==> src/rtl/pwm_duty_decoder_pkg.sv <==
// rtl/pwm_duty_decoder_pkg.sv - shared FSM encoding and limit helpers for the PWM duty decoder
package pwm_duty_decoder_pkg;

    localparam logic [1:0] ST_SEEK = 2'd0;
    localparam logic [1:0] ST_HIGH = 2'd1;
    localparam logic [1:0] ST_LOW  = 2'd2;

    // Saturation/timeout limits depend on the instance widths, so they are computed per instance.
    function automatic int timeout_cnt(input int cnt_bitwidth);
        return (1 << cnt_bitwidth) - 1;
    endfunction

    function automatic int duty_max(input int adc_bitwidth);
        return (1 << adc_bitwidth) - 1;
    endfunction

endpackage

==> src/rtl/pwm_duty_decoder_div.sv <==
// rtl/pwm_duty_decoder_div.sv - restoring divider computing (high << ADC_BITWIDTH) / period
module pwm_duty_div
    import pwm_duty_decoder_pkg::*;
#(
    parameter int ADC_BITWIDTH = 4,
    parameter int CNT_BITWIDTH = 5
) (
    input  logic                    clk_i,
    input  logic                    rstn_i,
    input  logic                    clk_en_i,
    input  logic                    start_i,
    input  logic                    abort_i,
    input  logic [CNT_BITWIDTH-1:0] num_i,
    input  logic [CNT_BITWIDTH-1:0] den_i,
    output logic                    busy_o,
    output logic                    done_o,
    output logic [ADC_BITWIDTH-1:0] quot_o
);

    localparam int                      STEP_W    = $clog2(ADC_BITWIDTH + 1);
    localparam logic [STEP_W-1:0]       LAST_STEP = STEP_W'(ADC_BITWIDTH);
    localparam logic [ADC_BITWIDTH-1:0] DUTY_MAX  = ADC_BITWIDTH'(duty_max(ADC_BITWIDTH));

    logic                    r_busy;
    logic                    r_sat;
    logic [STEP_W-1:0]       r_step;
    logic [CNT_BITWIDTH-1:0] r_rem;
    logic [CNT_BITWIDTH-1:0] r_den;
    logic [ADC_BITWIDTH-1:0] r_quot;

    logic [CNT_BITWIDTH:0]   w_shift;
    logic                    w_ge;
    logic                    w_iter;

    // The numerator's low ADC_BITWIDTH bits are zero, so the remainder starts as high and shifts in zeros.
    assign w_shift = {r_rem, 1'b0};
    assign w_ge    = w_shift >= {1'b0, r_den};
    assign w_iter  = r_busy && (r_step != LAST_STEP);
    assign done_o  = r_busy && (r_step == LAST_STEP);
    assign busy_o  = r_busy;
    assign quot_o  = r_sat ? DUTY_MAX : r_quot;

    always_ff @(posedge clk_i) begin
        if (!rstn_i) begin
            r_busy <= 1'b0;
            r_sat  <= 1'b0;
            r_step <= '0;
            r_rem  <= '0;
            r_den  <= '0;
            r_quot <= '0;
        end else if (clk_en_i) begin
            if (abort_i || done_o) begin
                r_busy <= 1'b0;
            end else if (w_iter) begin
                r_rem  <= w_ge ? (w_shift[CNT_BITWIDTH-1:0] - r_den) : w_shift[CNT_BITWIDTH-1:0];
                r_quot <= {r_quot[ADC_BITWIDTH-2:0], w_ge};
                r_step <= r_step + 1'b1;
            end else if (start_i) begin
                // high >= period means a quotient of 2^ADC_BITWIDTH or more: saturate.
                r_busy <= 1'b1;
                r_sat  <= num_i >= den_i;
                r_rem  <= num_i;
                r_den  <= den_i;
                r_quot <= '0;
                r_step <= '0;
            end
        end
    end

endmodule

==> src/rtl/pwm_duty_decoder.sv <==
// rtl/pwm_duty_decoder.sv - PWM receiver measuring high time and period and producing a duty value
module pwm_duty_decoder
    import pwm_duty_decoder_pkg::*;
#(
    parameter int ADC_BITWIDTH = 4,
    parameter int CNT_BITWIDTH = 5
) (
    input  logic                    clk_i,
    input  logic                    rstn_i,
    input  logic                    clk_en_i,
    input  logic                    pwm_i,
    output logic [ADC_BITWIDTH-1:0] duty_o,
    output logic [CNT_BITWIDTH-1:0] high_o,
    output logic [CNT_BITWIDTH-1:0] period_o,
    output logic                    valid_o,
    output logic                    timeout_o,
    output logic                    overrun_o
);

    localparam logic [CNT_BITWIDTH-1:0] TIMEOUT_CNT = CNT_BITWIDTH'(timeout_cnt(CNT_BITWIDTH));
    localparam logic [ADC_BITWIDTH-1:0] DUTY_MAX    = ADC_BITWIDTH'(duty_max(ADC_BITWIDTH));

    logic                    r_sync1;
    logic                    r_sync2;
    logic                    r_prev;
    logic [1:0]              r_state;
    logic [CNT_BITWIDTH-1:0] r_high_cnt;
    logic [CNT_BITWIDTH-1:0] r_per_cnt;
    logic [CNT_BITWIDTH-1:0] r_high_sh;
    logic [CNT_BITWIDTH-1:0] r_per_sh;
    logic [CNT_BITWIDTH-1:0] r_high;
    logic [CNT_BITWIDTH-1:0] r_period;
    logic [ADC_BITWIDTH-1:0] r_duty;
    logic                    r_valid;
    logic                    r_timeout;
    logic                    r_overrun;

    logic                    w_rise;
    logic                    w_fall;
    logic                    w_timeout;
    logic                    w_start;
    logic                    w_div_busy;
    logic                    w_div_done;
    logic [ADC_BITWIDTH-1:0] w_quot;
    logic [CNT_BITWIDTH-1:0] w_high_inc;
    logic [CNT_BITWIDTH-1:0] w_per_inc;

    assign w_rise     = r_sync2 & ~r_prev;
    assign w_fall     = ~r_sync2 & r_prev;
    assign w_high_inc = (r_high_cnt == '1) ? r_high_cnt : r_high_cnt + 1'b1;
    assign w_per_inc  = (r_per_cnt == '1) ? r_per_cnt : r_per_cnt + 1'b1;

    // In SEEK the timeout fires only once per stuck episode; r_timeout stays set until a real result.
    always_comb begin
        w_timeout = 1'b0;
        case (r_state)
            ST_SEEK:         w_timeout = !w_rise && (r_per_cnt == TIMEOUT_CNT) && !r_timeout;
            ST_HIGH, ST_LOW: w_timeout = (r_per_cnt == TIMEOUT_CNT);
            default:         w_timeout = 1'b0;
        endcase
    end

    assign w_start = (r_state == ST_LOW) && w_rise && !w_timeout && !w_div_busy;

    pwm_duty_div #(
        .ADC_BITWIDTH(ADC_BITWIDTH),
        .CNT_BITWIDTH(CNT_BITWIDTH)
    ) u_div (
        .clk_i    (clk_i),
        .rstn_i   (rstn_i),
        .clk_en_i (clk_en_i),
        .start_i  (w_start),
        .abort_i  (w_timeout),
        .num_i    (r_high_cnt),
        .den_i    (r_per_cnt),
        .busy_o   (w_div_busy),
        .done_o   (w_div_done),
        .quot_o   (w_quot)
    );

    always_ff @(posedge clk_i) begin
        if (!rstn_i) begin
            r_sync1    <= 1'b0;
            r_sync2    <= 1'b0;
            r_prev     <= 1'b0;
            r_state    <= ST_SEEK;
            r_high_cnt <= '0;
            r_per_cnt  <= '0;
            r_high_sh  <= '0;
            r_per_sh   <= '0;
            r_high     <= '0;
            r_period   <= '0;
            r_duty     <= '0;
            r_valid    <= 1'b0;
            r_timeout  <= 1'b0;
            r_overrun  <= 1'b0;
        end else if (clk_en_i) begin
            r_sync1   <= pwm_i;
            r_sync2   <= r_sync1;
            r_prev    <= r_sync2;
            r_valid   <= 1'b0;
            r_overrun <= 1'b0;

            if (w_div_done) begin
                r_duty    <= w_quot;
                r_high    <= r_high_sh;
                r_period  <= r_per_sh;
                r_valid   <= 1'b1;
                r_timeout <= 1'b0;
            end

            // A timeout overrides any divider result completing in the same cycle.
            if (w_timeout) begin
                r_duty     <= r_sync2 ? DUTY_MAX : '0;
                r_high     <= '0;
                r_period   <= '0;
                r_valid    <= 1'b1;
                r_timeout  <= 1'b1;
                r_high_cnt <= '0;
                r_per_cnt  <= '0;
                r_state    <= ST_SEEK;
            end else begin
                case (r_state)
                    ST_SEEK: begin
                        if (w_rise) begin
                            r_high_cnt <= CNT_BITWIDTH'(1);
                            r_per_cnt  <= CNT_BITWIDTH'(1);
                            r_state    <= ST_HIGH;
                        end else begin
                            r_per_cnt <= w_per_inc;
                        end
                    end
                    ST_HIGH: begin
                        r_per_cnt <= w_per_inc;
                        if (w_fall) begin
                            r_state <= ST_LOW;
                        end else begin
                            r_high_cnt <= w_high_inc;
                        end
                    end
                    ST_LOW: begin
                        if (w_rise) begin
                            if (w_div_busy) begin
                                r_overrun <= 1'b1;
                            end else begin
                                r_high_sh <= r_high_cnt;
                                r_per_sh  <= r_per_cnt;
                            end
                            r_high_cnt <= CNT_BITWIDTH'(1);
                            r_per_cnt  <= CNT_BITWIDTH'(1);
                            r_state    <= ST_HIGH;
                        end else begin
                            r_per_cnt <= w_per_inc;
                        end
                    end
                    default: r_state <= ST_SEEK;
                endcase
            end
        end else begin
            r_valid   <= 1'b0;
            r_overrun <= 1'b0;
        end
    end

    assign duty_o    = r_duty;
    assign high_o    = r_high;
    assign period_o  = r_period;
    assign valid_o   = r_valid;
    assign timeout_o = r_timeout;
    assign overrun_o = r_overrun;

endmodule

==> config.mk <==
export PLATFORM = sky130hd
export DESIGN_NAME = pwm_duty_decoder
export DESIGN_NICKNAME = d
export VERILOG_FILES = /design/src/rtl/pwm_duty_decoder_pkg.sv /design/src/rtl/pwm_duty_decoder_div.sv /design/src/rtl/pwm_duty_decoder.sv
export SDC_FILE = /design/constraint.sdc
export NUM_CORES = 1
export LEC_CHECK = 0
export CAP_MARGIN = 20
export CORE_MARGIN = 3
export CORE_UTILIZATION = 61
export CTS_CLUSTER_DIAMETER = 80
export DETAILED_ROUTE_END_ITERATION = 6
export GPL_ROUTABILITY_DRIVEN = 0
export HOLD_SLACK_MARGIN = 0.02
export PLACE_DENSITY = 0.82
export SKIP_LAST_GASP = 1
export SLEW_MARGIN = 15
export SYNTH_ARGS = -nofsm -noshare
export SYNTH_HDL_FRONTEND = slang
export SYNTH_SLANG_ARGS = --single-unit
==> constraint.sdc <==
create_clock -name clk_i -period 4.6 [get_ports clk_i]
set_input_delay 0.92 -clock clk_i [delete_from_list [all_inputs] [get_ports clk_i]]
set_output_delay 0.92 -clock clk_i [all_outputs]
set_load 0.05 [all_outputs]
==> metrics.txt, run 1 <==
status=completed; crit path launch type=input pin; Arrival @ worst endpoint=2.92 ns; clk slew on worst S/H paths=0.08 ns; Residual DRC=0; Switch Pwr=0.262 mW; CTS root buffer=clkbuf_8; Worst path max stage delay=0.95 ns; Final Hold Viols=0; Final ANT Viol Nets=0; Synth Area per Inst=9.24 sq um; clk sink count=61; Worst setup EP type=flop; highest clock rate=375 MHz; Post-CTS Setup Bufs=0; TritonCTS clock tree=built; global-route wire length before repair=11.6 mm; vias per std cell=6.14; Clk network pwr share=44.6%; hold crit path type=reg2reg; Slew Limit Fails=0; flop2flop setup slack=2.21 ns; Critical Path Sink=r_high_cnt[2]; Period minus WS final=2.67 ns; Synth cell types=65; vias in the first global route=2,546; worst skew pair latency=0.34 ns; setup TNS=0 ns; asr flop ratio synth=0%; final setup fails=0; relative slew slack=50.0%; path type of the worst setup path=in2reg; post-CTS sizing=0; Hold Buf Count CTS=0; initial antenna violation count=0; CORE AREA=0.00488 sq mm; top cell type's share of synthesized area=38.4%; combinational share of power=5.0%; Reg power frac=50.4%; YS warnings=0; fin crit share=58.0%; Die X=78.2 microns; Syn Nets=368; hpwl dp=4.80 mm; Pint=0.801 mW; RSZ-0062 raised after global routing=false; leading area contributor after synthesis=dfxtp_1; Die Y=78.2 microns; R2R depth=6; register area share after synthesis=38.4%; TritonCTS Buffers=9; FF-to-FF Start=r_per_cnt[0]; peak supply drop=0.198 mV; Synth Register Bits=61; gate count after technology mapping=344; total congestion overflow=0; largest net degree at the start of global routing=73; Area contributors post-synth=dfxtp_1 38%, ha_1 7.5%, mux2i_1 4.7%, nand3_1 4.6%, nand2_1 4.4%; Pre-antenna DRT Iters=5; Initial Utilization=65.1%; Tot Pwr=1.06 mW; buffers added on ports=20; fin nets=383; area delta synth->final=12.0%; die area=0.00611 sq mm; via count=2,646; Pwr per Cell Area=299 mW/mm^2; post-DR wirelength/cell=16.2 microns; Mapped Area=0.00318 sq mm; CP max FO=17; clk_skew=0.0135 ns; Sw Share=24.6%; Post-synth EDFFs=0; IO Pins=21; share of post-route cells with drive strength above 1=13.7%; Clock Path Buffers=2; floorplan row count=25; R2R Path End=u_div.r_step[1]; Worst Path Required=4.85 ns; total track usage=23.8%; max-cap viol count=0; Main synth FF type=dfxtp_1; Setup crit start=clk_en_i; CP Cell Sequence=clkdlybuf4s50_1 -> nor2b_1 -> nand3_1 -> o221ai_1; H-tree levels=3; measured slew at the worst slew-check pin=0.748 ns; Crit-path slowest cell=clkdlybuf4s50_1; P_leak=1.35 nW; final WL=6.96 mm; n_diodes=0; Starting DRT DRC Count=258
==> area by class of cell <==
type	count	area [sq um]
Clock inverter	7	73.8
Tap cell	67	83.8
Clock buffer	9	124
Inverter	20	75.1
Multi-Input combinational cell	245	1770
Sequential cell	61	1220
Timing Repair Buffer	22	210
Fill cell	414	1320
==> worst min-delay path by stage <==
stage / start / to / slack, ns / depth (start not counted)
finish: r_high_sh[0] / r_high_sh[0] / 0.46 / 2
global route: r_high_sh[1] / r_high_sh[1] / 0.47 / 2
CTS: r_high_sh[1] / r_high_sh[1] / 0.46 / 2
detailed placement: r_high_sh[0] / r_high_sh[0] / 0.45 / 2
global placement: high_o[1] / high_o[1] / 0.44 / 2
floorplan: r_high_sh[0] / r_high_sh[0] / 0.43 / 2
==> cell usage after synthesis (2+ instances only) <==
cell type	number
o211ai_1	3
o22ai_1	6
inv_1	20
buf_1	2
or3_1	5
o21ai_0	8
and3_1	3
a31oi_1	6
nor2_1	10
dfxtp_1	61
o311ai_0	3
nand3b_1	3
nor2_2	2
a21o_1	2
nand4_1	5
a21oi_1	15
nand3_1	29
buf_6	4
a32o_1	4
nor3_1	10
ha_1	19
nand2_1	37
a31o_2	11
buf_2	4
o32ai_1	2
xnor2_1	3
o31a_1	2
nand2b_1	4
a31oi_4	2
clkbuf_1	6
mux2i_1	15
o21a_1	3
nor2b_1	2
o31ai_1	2
==> cells in the final DEF, fill, tap and decap left out, types with 2 or more instances in the layout <==
cell type / Yosys / final
a21o_1: 2 / 2
a21oi_1: 15 / 15
a31o_2: 11 / 11
a31oi_1: 6 / 6
a31oi_4: 2 / 2
a32o_1: 4 / 4
and3_1: 3 / 3
buf_4: 1 / 2
clkbuf_8: 0 / 9
clkdlybuf4s50_1: 0 / 19
clkinv_2: 0 / 2
clkinv_4: 0 / 2
dfxtp_1: 61 / 61
ha_1: 19 / 19
inv_1: 20 / 20
mux2i_1: 15 / 15
nand2_1: 37 / 37
nand2b_1: 4 / 4
nand3_1: 29 / 29
nand3b_1: 3 / 3
nand4_1: 5 / 5
nor2_1: 10 / 10
nor2_2: 2 / 2
nor2b_1: 2 / 2
nor3_1: 10 / 10
o211ai_1: 3 / 3
o21a_1: 3 / 3
o21ai_0: 8 / 8
o22ai_1: 6 / 6
o311ai_0: 3 / 3
o31a_1: 2 / 2
o31ai_1: 2 / 2
o32ai_1: 2 / 2
or3_1: 5 / 5
xnor2_1: 3 / 3
==> metal layers <==
layer	routed length [microns]	up-vias	GRT usage, %	part of all wire [%]
met2	3400	80	40.1	49
met1	3080	1248	29.8	44
met5	0	-	0	0
li1	-	1304	-	-
met4	130	0	11.4	1.9
met3	358	14	3.90	5.1
==> power by group through the flow <==
stage	Sequential, mW	Combinational, mW	Clock (mW)
after floorplan	0.547	0.0439	0
after global placement	0.548	0.0506	0
after detailed placement	0.548	0.0517	0
after CTS	0.536	0.0521	0.478
after global routing	0.536	0.0572	0.505
final	0.536	0.0528	0.474
==> state kept, by name, indices dropped and copies added, names as in the netlist, 2 cells and up <==
| name | count |
|---|---|
| u_div.r_quot | 4 |
| high_o | 5 |
| u_div.r_step | 3 |
| r_state | 2 |
| r_high_sh | 5 |
| u_div.r_rem | 5 |
| u_div.r_den | 5 |
| period_o | 5 |
| r_per_sh | 5 |
| r_high_cnt | 5 |
| duty_o | 4 |
| r_per_cnt | 5 |
==> cell families after synthesis <==
kind of cell               synth area share [%]
and+or+nand+nor                            20.6
AOI/OAI and AO/OA                          21.5
DFF                                        38.4
buffers and inverters                      5.83
adders and majority gates                  8.11
muxes                                      4.72
xor gates and xnor gates                  0.827
==> per-stage QoR <==
step | instance area [sq um] | std cells | util [%] | hold WS [ns] | setup slack [ns]
finish | 3560 | 431 | 72.9 | 0.458 | 1.93
global route | 3560 | 431 | 72.9 | 0.473 | 1.88
CTS | 3560 | 431 | 72.9 | 0.459 | 2.00
detailed placement | 3360 | 415 | 68.9 | 0.448 | 1.63
global placement | 3360 | 415 | 68.9 | 0.443 | 1.71
floorplan | 3180 | 344 | - | 0.434 | 2.70
==> critical path, delay by kind of cell <==
family	cells	cell delay, ns
AND/OR/NAND/NOR	2	0.80
buffers and inverters	1	0.95
AO/OA/AOI/OAI	1	0.24
Note: power is estimated with default switching activity, not from simulation.
==> run 2: changes to the inputs <==
CORE_UTILIZATION = 53   (was 61)
PLACE_DENSITY = 0.76   (was 0.82)
clock period = 2.42 ns   (was 4.6 ns; I/O delays follow)
==> run 2 against run 1 <==
Effect of this change: via count down 1.9%; non-clock buffer count up 10; flip-flop and latch count unchanged; final cell count up 3.5%; clock-buffer cell count unchanged; setup slack worse by 1.6 ns; largest cell class unchanged; utilization down 8.4 points; clock power up 91%; routed wire length down 1.7%; critical path depth up 3; final area up 2.3%; worst hold slack better by 0.0029 ns.
==> metrics.txt, run 2 (synthesis gave the netlist of run 1 again) <==
Tot Pwr=2.03 mW; TritonCTS Buffers=9; Die X=83.4 microns; Clock Path Buffers=2; floorplan row count=27; P_leak=1.39 nW; peak supply drop=0.375 mV; post-route cell area=0.00364 sq mm; CP max FO=11; total track usage=21.4%; Residual DRC=0; n_diodes=0; Worst path max stage delay=0.38 ns; clk sink count=61; Hold Buf Count CTS=0; Crit-path slowest cell=dfxtp_1; Layout Cells excl Fill=446; measured slew at the worst slew-check pin=0.498 ns; initial antenna violation count=0; max-cap viol count=0; Worst Path Required=2.68 ns; final setup fails=0; final worst setup slack=0.376 ns; post-DR wirelength/cell=15.3 microns; total congestion overflow=0; Period minus WS final=2.04 ns; post-CTS sizing=0; commonest cells after routing, fill and taps aside=61 x dfxtp_1, 37 x nand2_1, 29 x nand3_1, 20 x inv_1; Worst setup EP type=flop; CORE AREA=0.00564 sq mm; via count=2,595; status=completed; fin nets=393; dpl cells=430; Initial Utilization=56.3%; vias in the first global route=2,641; final WL=6.85 mm; hpwl dp=4.93 mm; hold crit path type=reg2reg; hold_ws=0.461 ns; Post-CTS Setup Bufs=0; CP Cell Sequence=inv_1 -> ha_1 -> a31oi_4 -> nor3_4 -> o21ai_4 -> buf_4 -> mux2i_1; clk slew on worst S/H paths=0.08 ns; relative slew slack=66.7%; clk_skew=0.0124 ns; highest clock rate=489 MHz; vias per std cell=5.82; path type of the worst setup path=reg2reg; H-tree levels=3; commonest non-fill, non-tap cell in the layout=dfxtp_1; Starting DRT DRC Count=205; Pwr per Cell Area=558 mW/mm^2; post-layout util=64.6%; Worst Path Buf+Inv=2; placed instance area=0.00344 sq mm; fin crit share=84.5%; Final ANT Viol Nets=0; die area=0.00696 sq mm; Arrival @ worst endpoint=2.31 ns; worst skew pair latency=0.34 ns; RSZ-0062 raised after global routing=false; setup TNS=0 ns; Die Y=83.4 microns; IO Pins=21; area delta synth->final=14.6%; dpl ws=0.297 ns; buffers added on ports=20; TritonCTS clock tree=built; CTS root buffer=clkbuf_8; crit path launch type=flop; share of post-route cells with drive strength above 1=16.0%; Final Hold Viols=0; Pre-antenna DRT Iters=4; CP delay by family, top=compound AO/OA/AOI/OAI gates; Slew Limit Fails=0; largest net degree at the start of global routing=21; global-route wire length before repair=12.3 mm
## run 2: routing by layer
metal  track usage [%]  vias to the layer above  share of wire [%]
met5                 0                        -                  0
met4              7.75                        0                1.5
met3              3.67                        9                2.4
met2              35.9                       29                 48
met1              27.7                     1239                 48
li1                  -                     1318                  -
## run 2: worst register-to-register path: stages, from the launching register on
cell and delay [ns]:
dfxtp_1 0.38, inv_1 0.12, ha_1 0.36, a31oi_4 0.25, nor3_4 0.11, o21ai_4 0.25, buf_4 0.28, mux2i_1 0.22
## run 2: power by group
part | internal (mW) | total (mW) | leakage [nW] | switching (mW)
Clock | 0.478 | 0.906 | 0.0918 | 0.428
Combinational | 0.0405 | 0.107 | 0.804 | 0.0660
Sequential | 1.01 | 1.02 | 0.492 | 0.00907
Total | 1.53 | 2.03 | 1.39 | 0.503
## run 2: path summary, 6_finish.rpt
| check | cells past startpoint | startpoint | to | slack [ns] |
|---|---|---|---|---|
| worst max register to register | 7 | r_state[0] | high_o[2] | 0.38 |
| worst min register to register | 2 | period_o[0] | period_o[0] | 0.46 |
| worst max-delay path | 7 | r_state[0] | high_o[2] | 0.38 |
| worst min-delay path | 2 | period_o[0] | period_o[0] | 0.46 |
## run 2: area by class of cell
cell class | instances | area, sq um
sequential | 61 | 1220
inverter | 20 | 75.1
fill | 482 | 2000
multi-input combinational | 245 | 1770
timing repair buffer | 32 | 285
clock inverter | 7 | 75.1
tap | 72 | 90.1
clock buffer | 9 | 124
==> run 3: changes to the inputs <==
CORE_UTILIZATION = 59   (was 53)
PLACE_DENSITY = 0.8   (was 0.76)
clock period = 2 ns   (was 2.42 ns; I/O delays follow)
==> run 3 against run 2 <==
Effect of this change: combinational power is 39% higher; die area is 9.5% lower; final cell count is 1.3% higher; clock power is 14% higher.
==> metrics.txt, run 3 (synthesis gave the netlist of run 1 again) <==
CTS root buffer=clkbuf_8; P_leak=1.44 nW; IO Pins=21; Pint=1.81 mW; Reg power frac=51.1%; Pwr per Cell Area=640 mW/mm^2; Clk network pwr share=42.7%; peak supply drop=0.421 mV; RSZ-0062 raised after global routing=true; share of post-route cells with drive strength above 1=19.4%; Final ANT Viol Nets=0; die area=0.00630 sq mm; Worst path max stage delay=0.43 ns; CORE AREA=0.00517 sq mm; dpl ws=0.0676 ns; crit path launch type=flop; via count=2,683; Worst Path Required=2.27 ns; Starting DRT DRC Count=146; hpwl dp=4.97 mm; CP delay by family, top=compound AO/OA/AOI/OAI gates; Worst setup EP type=flop; measured slew at the worst slew-check pin=0.516 ns; Crit-path slowest cell=dfxtp_1; post-DR wirelength/cell=15.6 microns; highest clock rate=521 MHz; Slew Limit Fails=0; FILL cells=377; Sw Share=24.9%; CP max FO=5; clk slew on worst S/H paths=0.07 ns; n_diodes=0; Initial Utilization=61.4%; Hold Buf Count CTS=0; path type of the worst setup path=reg2reg; Clock Path Buffers=2; fin nets=401; largest net degree at the start of global routing=26; combinational share of power=6.2%; final worst setup slack=0.0798 ns; status=completed; initial antenna violation count=0; floorplan row count=26; Arrival @ worst endpoint=2.19 ns; Final Hold Viols=0; Period minus WS final=1.92 ns; Die Y=79.4 microns; clk_skew=0.0128 ns; R2R depth=6; commonest cells after routing, fill and taps aside=58 x dfxtp_1, 37 x nand2_1, 29 x nand3_1, 20 x inv_1, 19 x clkdlybuf4s50_1; global-route wire length before repair=12.1 mm; final setup fails=0; H-tree levels=3; clk sink count=61; max-cap viol count=0; Pre-antenna DRT Iters=4; Residual DRC=0; Die X=79.4 microns; hold path depth=3; area delta synth->final=18.1%; relative slew slack=65.5%; vias per std cell=5.94; total track usage=24.6%; buffers added on ports=20; vias in the first global route=2,552; Switch Pwr=0.599 mW; worst skew pair latency=0.35 ns; total congestion overflow=0; fin crit share=96.0%; TritonCTS clock tree=built; commonest non-fill, non-tap cell in the layout=dfxtp_1; TritonCTS Buffers=9; Worst path depth=6; Worst Path Buf+Inv=0; final WL=7.03 mm; Tot Pwr=2.40 mW; CP Cell Sequence=ha_4 -> nor2b_2 -> o31a_1 -> o31ai_1 -> o21ba_2 -> o32ai_2; hold crit path type=in2reg
-- run 3: cell count changes in the layout (fill, tap and decap cells not counted), sizes merged --
cell,before,now
buf,13,21
clkbuf,9,12
clkinv,2,0
bufinv,1,0
-- run 3: path summary, 6_finish.rpt --
path	start	endpoint	slack [ns]
min	rstn_i	u_div.r_sat	0.45
min reg2reg	period_o[2]	period_o[2]	0.46
max reg2reg	u_div.r_rem[1]	u_div.r_rem[3]	0.08
max	u_div.r_rem[1]	u_div.r_rem[3]	0.08
-- run 3: power groups by stage --
stage,combinational [mW],clock (mW),sequential (mW)
floorplan,0.101,0,1.26
global placement,0.139,0,1.26
detailed placement,0.141,0,1.26
CTS,0.142,1.03,1.23
global route,0.163,1.08,1.23
finish,0.149,1.03,1.23
-- run 3: layer usage --
layer | GRT usage [%] | vias to the layer above | wire length (microns)
met4 | 11.5 | 0 | 139
met2 | 39.0 | 79 | 3340
met3 | 4.74 | 15 | 301
met1 | 32.2 | 1258 | 3250
li1 | - | 1331 | -
met5 | 0 | - | 0
-- run 3: through the flow --
| step | hold slack (ns) | cells | area [sq um] | util [%] | TNS [ns] |
|---|---|---|---|---|---|
| CTS | 0.442 | 447 | 3690 | 71.3 | 0 |
| detailed placement | 0.448 | 431 | 3500 | 67.7 | 0 |
| finish | 0.450 | 452 | 3750 | 72.6 | 0 |
| global route | 0.478 | 452 | 3750 | 72.6 | -0.0877 |
| floorplan | 0.434 | 344 | 3180 | - | 0 |
| global placement | 0.443 | 431 | 3500 | 67.7 | 0 |
-- run 3: what timing repair did --
item / in CTS / in global routing
gates resized for setup: 0 / 8
hold endpoints to repair: 0 / 0
setup buffers: 0 / 5
endpoints found under the setup margin: 0 / 27
-- run 3: worst register-to-register path, stage by stage, from the launching register on --
cell     delay, ns
dfxtp_1       0.43
ha_4          0.25
nor2b_2       0.16
o31a_1        0.34
o31ai_1       0.22
o21ba_2       0.20
o32ai_2       0.23
-- run 3: final cells by class --
cell class / instances / area [sq um] / area share (%)
timing repair buffer: 40 / 383 / 10.2
inverter: 20 / 75.1 / 2.00
multi-input combinational: 245 / 1800 / 47.9
clock inverter: 4 / 31.3 / 0.833
tap: 70 / 87.6 / 2.33
sequential: 61 / 1220 / 32.6
clock buffer: 12 / 155 / 4.13
